[src/rtl/sccb_pkg.sv]
// Shared types and constants for the SCCB responder slice.
// The read/pointer states are only reached when SCCB_RESPONDER_READ_EN is defined.
`timescale 1ns/1ps
package sccb_pkg;

    localparam logic [7:0] SCCB_ID_WRITE = 8'h42;
    localparam logic [7:0] SCCB_ID_READ  = 8'h43;
    localparam int         SYNC_STAGES   = 2;

    typedef enum logic [3:0] {
        S_IDLE,
        S_ID,
        S_ACK_ID,
        S_REG,
        S_ACK_REG,
        S_DATA,
        S_ACK_DATA,
        S_IGNORE,
        S_RD_DATA,
        S_RD_NA
    } sccb_state_e;

endpackage

[src/rtl/sccb_line_sync.sv]
// Synchronizes SIOC/SIOD into the clock domain and derives clock edges plus START/STOP.
`timescale 1ns/1ps
module sccb_line_sync
    import sccb_pkg::*;
(
    input  logic clk,
    input  logic rst_n,
    input  logic sioc,
    input  logic siod,
    output logic siod_level,
    output logic sioc_rise,
    output logic sioc_fall,
    output logic start,
    output logic stop
);

    logic [SYNC_STAGES-1:0] sioc_sync;
    logic [SYNC_STAGES-1:0] siod_sync;
    logic                   sioc_prev;
    logic                   siod_prev;
    logic                   sioc_level;

    // Idle bus is high, so reset to 1 to avoid phantom edges on release.
    always_ff @(posedge clk or negedge rst_n) begin
        if (!rst_n) begin
            sioc_sync <= '1;
            siod_sync <= '1;
            sioc_prev <= 1'b1;
            siod_prev <= 1'b1;
        end else begin
            sioc_sync <= {sioc_sync[SYNC_STAGES-2:0], sioc};
            siod_sync <= {siod_sync[SYNC_STAGES-2:0], siod};
            sioc_prev <= sioc_sync[SYNC_STAGES-1];
            siod_prev <= siod_sync[SYNC_STAGES-1];
        end
    end

    assign sioc_level = sioc_sync[SYNC_STAGES-1];
    assign siod_level = siod_sync[SYNC_STAGES-1];
    assign sioc_rise  = sioc_level & ~sioc_prev;
    assign sioc_fall  = ~sioc_level & sioc_prev;
    assign start      = siod_prev & ~siod_level & sioc_level & sioc_prev;
    assign stop       = ~siod_prev & siod_level & sioc_level & sioc_prev;

endmodule

[src/rtl/sccb_responder.sv]
// SCCB write target with a shadow register file, modelling the OV7670 register port.
// Define SCCB_RESPONDER_READ_EN to add 2-phase pointer writes and read transactions.
`timescale 1ns/1ps
module sccb_responder
    import sccb_pkg::*;
#(
    parameter int unsigned CLK_FREQ  = 25_000_000,
    parameter int unsigned SCCB_FREQ = 100_000,
    parameter logic [7:0]  DEVICE_ID = SCCB_ID_WRITE,
    parameter int unsigned REG_DEPTH = 256
) (
    input  logic       clk_i,
    input  logic       rst_ni,
    input  logic       sioc_i,
    input  logic       siod_i,
    output logic       siod_oe_o,
    output logic       wr_en_o,
    output logic [7:0] wr_addr_o,
    output logic [7:0] wr_data_o,
    input  logic [7:0] rd_addr_i,
    output logic [7:0] rd_data_o,
    output logic       busy_o,
    output logic       err_o
);

    localparam int AW = (REG_DEPTH > 1) ? $clog2(REG_DEPTH) : 1;

    if (CLK_FREQ / SCCB_FREQ < 16) begin : g_rate_check
        $error("sccb_responder: CLK_FREQ/SCCB_FREQ must be at least 16");
    end

    sccb_state_e state, state_n;
    logic [3:0]  bit_cnt;
    logic [7:0]  shreg;
    logic [7:0]  reg_addr;
    logic        overrun;
    logic        is_read;
    logic        siod_level, sioc_rise, sioc_fall, start, stop;
    logic        oe_n, clr_cnt, set_err, do_write, latch_reg, set_overrun, mark_read;
    logic [7:0]  shadow [REG_DEPTH];

`ifdef SCCB_RESPONDER_READ_EN
    localparam logic [7:0] READ_ID = DEVICE_ID | 8'h01;
    logic [7:0] ptr;
    logic [7:0] rd_shift;
    logic       latch_ptr, load_rd, shift_rd;
`endif

    sccb_line_sync u_sync (
        .clk       (clk_i),
        .rst_n     (rst_ni),
        .sioc      (sioc_i),
        .siod      (siod_i),
        .siod_level(siod_level),
        .sioc_rise (sioc_rise),
        .sioc_fall (sioc_fall),
        .start     (start),
        .stop      (stop)
    );

    always_ff @(posedge clk_i or negedge rst_ni) begin
        if (!rst_ni) state <= S_IDLE;
        else         state <= state_n;
    end

    // Byte phases finish on the SIOC fall after bit 8; ACK phases end on the fall after bit 9.
    always_comb begin
        state_n     = state;
        oe_n        = siod_oe_o;
        clr_cnt     = 1'b0;
        set_err     = 1'b0;
        do_write    = 1'b0;
        latch_reg   = 1'b0;
        set_overrun = 1'b0;
        mark_read   = 1'b0;
`ifdef SCCB_RESPONDER_READ_EN
        latch_ptr   = 1'b0;
        load_rd     = 1'b0;
        shift_rd    = 1'b0;
`endif
        if (start) begin
            state_n = S_ID;
            oe_n    = 1'b0;
            clr_cnt = 1'b1;
        end else if (stop) begin
            state_n = S_IDLE;
            oe_n    = 1'b0;
            clr_cnt = 1'b1;
            if (!is_read) begin
                case (state)
                    S_ACK_ID, S_REG, S_ACK_REG: set_err = 1'b1;
                    S_DATA: begin
                        // The STOP itself clocks one bit, so count < 2 means no data byte was started.
                        if (bit_cnt < 4'd2) begin
`ifdef SCCB_RESPONDER_READ_EN
                            latch_ptr = 1'b1;
`else
                            set_err   = 1'b1;
`endif
                        end else if (bit_cnt < 4'd8) begin
                            set_err = 1'b1;
                        end
                    end
                    default: ;
                endcase
            end
        end else begin
            if (state == S_DATA && sioc_rise && bit_cnt == 4'd7) do_write = 1'b1;
            case (state)
                S_ID: if (sioc_fall && bit_cnt == 4'd8) begin
                    if (shreg == DEVICE_ID) begin
                        state_n = S_ACK_ID;
                        oe_n    = 1'b1;
`ifdef SCCB_RESPONDER_READ_EN
                    end else if (shreg == READ_ID) begin
                        state_n   = S_ACK_ID;
                        oe_n      = 1'b1;
                        mark_read = 1'b1;
`endif
                    end else begin
                        state_n = S_IGNORE;
                    end
                end
                S_REG: if (sioc_fall && bit_cnt == 4'd8) begin
                    state_n   = S_ACK_REG;
                    oe_n      = 1'b1;
                    latch_reg = 1'b1;
                end
                S_DATA: if (sioc_fall && bit_cnt == 4'd8) begin
                    state_n = S_ACK_DATA;
                    oe_n    = 1'b1;
                end
                S_ACK_ID: if (sioc_fall && bit_cnt == 4'd9) begin
                    clr_cnt = 1'b1;
                    oe_n    = 1'b0;
                    state_n = S_REG;
`ifdef SCCB_RESPONDER_READ_EN
                    if (is_read) begin
                        state_n = S_RD_DATA;
                        load_rd = 1'b1;
                        oe_n    = ~shadow[ptr[AW-1:0]][7];
                    end
`endif
                end
                S_ACK_REG: if (sioc_fall && bit_cnt == 4'd9) begin
                    clr_cnt = 1'b1;
                    oe_n    = 1'b0;
                    state_n = S_DATA;
                end
                S_ACK_DATA: if (sioc_fall && bit_cnt == 4'd9) begin
                    clr_cnt     = 1'b1;
                    oe_n        = 1'b0;
                    state_n     = S_IGNORE;
                    set_overrun = 1'b1;
                end
                S_IGNORE: if (overrun && sioc_rise && bit_cnt == 4'd7) set_err = 1'b1;
`ifdef SCCB_RESPONDER_READ_EN
                S_RD_DATA: if (sioc_fall) begin
                    if (bit_cnt == 4'd8) begin
                        state_n = S_RD_NA;
                        oe_n    = 1'b0;
                    end else if (bit_cnt != 4'd0) begin
                        shift_rd = 1'b1;
                        oe_n     = ~rd_shift[6];
                    end
                end
                S_RD_NA: if (sioc_fall && bit_cnt == 4'd9) begin
                    state_n = S_IGNORE;
                    clr_cnt = 1'b1;
                end
`endif
                default: ;
            endcase
        end
    end

    always_ff @(posedge clk_i or negedge rst_ni) begin
        if (!rst_ni) begin
            bit_cnt   <= '0;
            shreg     <= '0;
            reg_addr  <= '0;
            overrun   <= 1'b0;
            is_read   <= 1'b0;
            siod_oe_o <= 1'b0;
            err_o     <= 1'b0;
            wr_en_o   <= 1'b0;
            wr_addr_o <= '0;
            wr_data_o <= '0;
        end else begin
            siod_oe_o <= oe_n;
            wr_en_o   <= do_write;
            if (clr_cnt)                            bit_cnt <= '0;
            else if (sioc_rise && state != S_IDLE)  bit_cnt <= bit_cnt + 4'd1;
            if (sioc_rise) shreg <= {shreg[6:0], siod_level};
            if (latch_reg) reg_addr <= shreg;
            if (do_write) begin
                wr_addr_o <= reg_addr;
                wr_data_o <= {shreg[6:0], siod_level};
            end
            if (set_err) err_o <= 1'b1;
            if (start || stop) begin
                overrun <= 1'b0;
                is_read <= 1'b0;
            end else begin
                if (set_overrun) overrun <= 1'b1;
                if (mark_read)   is_read <= 1'b1;
            end
        end
    end

`ifdef SCCB_RESPONDER_READ_EN
    always_ff @(posedge clk_i or negedge rst_ni) begin
        if (!rst_ni) begin
            ptr      <= '0;
            rd_shift <= '0;
        end else begin
            if (latch_ptr) ptr <= reg_addr;
            if (load_rd)       rd_shift <= shadow[ptr[AW-1:0]];
            else if (shift_rd) rd_shift <= {rd_shift[6:0], 1'b0};
        end
    end
`endif

    // Writes land one cycle after the wr_en_o pulse; the address wraps to AW bits.
    always_ff @(posedge clk_i or negedge rst_ni) begin
        if (!rst_ni) begin
            for (int i = 0; i < REG_DEPTH; i++) shadow[i] <= '0;
        end else if (wr_en_o) begin
            shadow[wr_addr_o[AW-1:0]] <= wr_data_o;
        end
    end

    assign rd_data_o = shadow[rd_addr_i[AW-1:0]];
    assign busy_o    = (state != S_IDLE);

endmodule

[config.mk]
export PLATFORM = sky130hd
export DESIGN_NAME = sccb_responder
export DESIGN_NICKNAME = d
export VERILOG_FILES = /design/src/rtl/sccb_pkg.sv /design/src/rtl/sccb_line_sync.sv /design/src/rtl/sccb_responder.sv
export SDC_FILE = /design/constraint.sdc
export NUM_CORES = 2
export LEC_CHECK = 0
export BUFFER_PORTS_ARGS = -buffer_cell sky130_fd_sc_hd__buf_2
export CAP_MARGIN = 30
export CORE_MARGIN = 10
export CORE_UTILIZATION = 29
export CTS_CLUSTER_DIAMETER = 40
export DETAILED_ROUTE_END_ITERATION = 8
export MAX_ROUTING_LAYER = met4
export PLACE_DENSITY = 0.46
export SLEW_MARGIN = 20
export SYNTH_ARGS = -nofsm -noshare
export SYNTH_HDL_FRONTEND = slang
export SYNTH_SLANG_ARGS = --single-unit
export TNS_END_PERCENT = 10
[constraint.sdc]
create_clock -name clk_i -period 4 [get_ports clk_i]
set_clock_uncertainty 0.05 [all_clocks]
set_input_delay 0.2 -clock clk_i [delete_from_list [all_inputs] [get_ports clk_i]]
set_output_delay 0.2 -clock clk_i [all_outputs]
set_load 0.05 [all_outputs]
==> qor.yml <==
status:
  outcome: "finished clean"
pwr:
  vdd_drop_max_mv: 0.320
  power_leakage_nw: 55.0
  powerDensity_mw_per_mm2: 487
sta:
  fin_crit_sh: 0.982
  slew_viol_final: 0
  hold_viol: 0
  holdWs_ps: 241
  rsz0062_at_grt: "no"
  finalSetupViolCount: 0
  slew-limit-headroom: 0.320
  fin_crit_ps: 3930
  fmax_mhz: 255
  worst_pin_slew_ps: 1020
detailed_routing:
  drt-pass1-iter-count: 5
  post-route-drc-count: 0
  vias: 57862
  vias_per_cell: 5.08
  totalWireLength_um: 305000
  drt_iter0_drc: 3656
  wl_per_cell_um: 26.7
  drtAntennaViolNets: 0
clock_network:
  cts_buffers: 380
  clk_pin_slew_ps: 50
  clockBufferDepth: 4
  htree_levels: 5
  cts-root-buf: "clkbuf_16"
  postCtsSetupBuffers: 0
  cts_tree: "yes"
  clock-sinks: 2097
  clk_latency_ps: 930
grt:
  met2_usage: 0.271
  grt_use_met3: 0.0247
  met1_usage: 0.236
  grt-ovfl-total: 0
  grt_max_degree: 115
  grt.busiest_layer: "met2"
  grt_pass1_vias: 62245
  grt_pass1_wl_um: 451000
  track_usage: 0.173
  antenna_found_initial: 7
placement:
  port_buffers: 39
  dpl.hpwl_um: 202000
  place.gp.congestion: 0.822
critical_path:
  reg2reg_to: "shadow[1374]"
  r2r_setup_slack_ps: 520
  reg2regPathDepth: 6
  crit_type: "reg2out"
  cp-start-kind: "flop"
  critPathRequiredTime_ps: 3750
  worstReg2RegStart: "wr_addr_o[0]"
  cp-end-kind: "output pin"
  cp_data_arrival_time_ps: 3680
  crit_path_max_fanout: 2
floorplan:
  die_area_mm2: 0.353
  die_y_um: 594
  rows: 210
  start_util: 0.292
  core_mm2: 0.328
  die_w_um: 594
  top_level_ports: 40
yosys:
  yosysSeqAreaShare: 0.549
  synth_top_area_cell: "dfrtp_1"
  synthCells: 6204
  synth_edf_count: 0
  yosysUniqueCellTypes: 73
  synth_seq_cells: 2097
  netlist.area_leader.share: 0.547
  yosysWarnings: 0
  synth-main-ff-cell: "dfrtp_1"
  syn_avg_cell_area_um2: 15.4
  ys_async_sr_fraction: 1.00
  synth_area_leaders: "dfrtp_1 55%, mux2_2 25%, mux4_2 10%"
  synth.cell_area_mm2: 0.0956
  syn_nets: 6218
layout:
  ff_latch_area_mm2: 0.0525
  fillCellCount: 31304
  layout-drive-gt1-share: 0.565
  fin_util: 0.360
  finalNetCount: 6736
  area_growth_pct: 23.5
  multi_input_area_mm2: 0.0409
flow_run:
  max_cap_violations: 0
worst_hold_path:
  hp-class: "in2async"
cell usage after synthesis, types with 24 or more instances:
cell type	count
a21oi_1	127
a22oi_1	187
nor2_1	120
mux4_2	429
nor2_2	111
buf_2	87
mux2_2	2084
buf_6	30
clkbuf_1	296
dfrtp_1	2091
nand2_1	122
mux2i_1	113
o221ai_1	30
buf_1	24
kinds of logic after synthesis:
| logic type | synth area share |
|---|---|
| buffers and inverters | 0.0262 |
| adders and majority gates | 0.000262 |
| muxes | 0.363 |
| DFF | 0.549 |
| AOI/OAI and AO/OA | 0.0339 |
| xor gates and xnor gates | 0.000366 |
| and+or+nand+nor | 0.0274 |
stage by stage:
stage / instance area [um2] / TNS [ps] / setup slack [ps] / power, W / std cells
2_1_floorplan: 95600 / 0 / 719 / 0.0226 / 6204
3_3_place_gp: 104000 / -3660 / -894 / 0.0239 / 10667
3_5_place_dp: 104000 / -233 / -123 / 0.0240 / 10680
4_1_cts: 118000 / 0 / 8.46 / 0.0583 / 11391
5_1_grt: 118000 / 0 / 4.39 / 0.0594 / 11393
6_report: 118000 / 0 / 72.8 / 0.0575 / 11394
how the worst max path moves through the flow:
stage                     slack (ps)          from           end  cells past startpoint
final                             70   shadow[599]  rd_data_o[7]                      8
after global placement          -890  rd_addr_i[0]  rd_data_o[3]                     13
after detailed placement        -120  rd_addr_i[0]  rd_data_o[6]                     12
after global routing               4  rd_addr_i[0]  rd_data_o[2]                     12
after CTS                          8  rd_addr_i[0]  rd_data_o[4]                     12
after floorplan                  720  rd_addr_i[1]  rd_data_o[0]                      9
power by group:
group | total, W | leakage, nW | switching (W) | internal [W]
Clock | 0.0339 | 6.55 | 0.0117 | 0.0222
Combinational | 0.00217 | 19.2 | 0.00146 | 0.000705
Sequential | 0.0214 | 29.3 | 0.000107 | 0.0213
layer usage:
| layer | vias to the layer above | part of all wire |
|---|---|---|
| met3 | 475 | 0.041 |
| met1 | 31621 | 0.46 |
| met2 | 1269 | 0.47 |
| met5 | - | 0 |
| met4 | 0 | 0.029 |
| li1 | 24497 | - |
cell type report:
class                      instances  area share
clock buffer                     467      0.0881
timing repair buffer             612      0.0486
clock inverter                   238      0.0263
inverter                           5    0.000159
sequential                      2097       0.445
tap                             4346      0.0460
multi-input combinational       3626       0.346
antenna                            3   0.0000636
placed cells by master (no fill, tap or decap), types with 17 or more instances in the layout:
| cell type | synthesis | routed |
|---|---|---|
| nor3_1 | 23 | 19 |
| mux2i_1 | 113 | 113 |
| nor2_2 | 111 | 112 |
| a211oi_1 | 17 | 17 |
| buf_4 | 15 | 479 |
| o221ai_1 | 30 | 30 |
| nor2_1 | 120 | 113 |
| clkbuf_16 | 0 | 383 |
| buf_12 | 10 | 88 |
| bufinv_16 | 0 | 55 |
| o21ai_0 | 22 | 22 |
| mux2_2 | 2084 | 2084 |
| inv_6 | 0 | 31 |
| clkinvlp_4 | 0 | 42 |
| clkinv_4 | 0 | 32 |
| clkbuf_1 | 296 | 33 |
| buf_2 | 87 | 32 |
| clkinv_2 | 0 | 62 |
| nand2b_1 | 18 | 17 |
| clkbuf_8 | 0 | 51 |
| mux4_1 | 17 | 17 |
| o22ai_1 | 22 | 22 |
| dfrtp_1 | 2091 | 2083 |
| mux4_2 | 429 | 429 |
| a22oi_1 | 187 | 186 |
| nand3_1 | 20 | 20 |
| a21oi_1 | 127 | 126 |
| nand2_1 | 122 | 110 |
sequential cells by signal (all words and copies together) (netlist names):
signal,count
wr_addr_o,8
wr_en_o,1
u_sync.sioc_prev,1
bit_cnt,4
shadow,2048
u_sync.siod_sync,2
wr_data_o,8
err_o,1
u_sync.siod_prev,1
reg_addr,8
shreg,8
state,3
siod_oe_o,1
u_sync.sioc_sync,2
overrun,1
critical path, cell delays in order (launching register included):
cell      delay [ps]
dfrtp_1          380
mux2i_1          240
o22ai_1          130
a211oi_1         340
a31oi_1          180
buf_4            210
nor4_4           890
nor4_4           160
buf_12           210
timing repair:
| action | 4_1_cts | 5_1_grt |
|---|---|---|
| hold buffers | 6 | 0 |
| hold endpoints to repair | 984 | 0 |
| gates resized for setup | 11 | 5 |
| setup endpoints to repair | 6 | 5 |
| gates cloned | 0 | 0 |
| pin swaps | 0 | 1 |
Note: power is estimated with default switching activity, not from simulation.
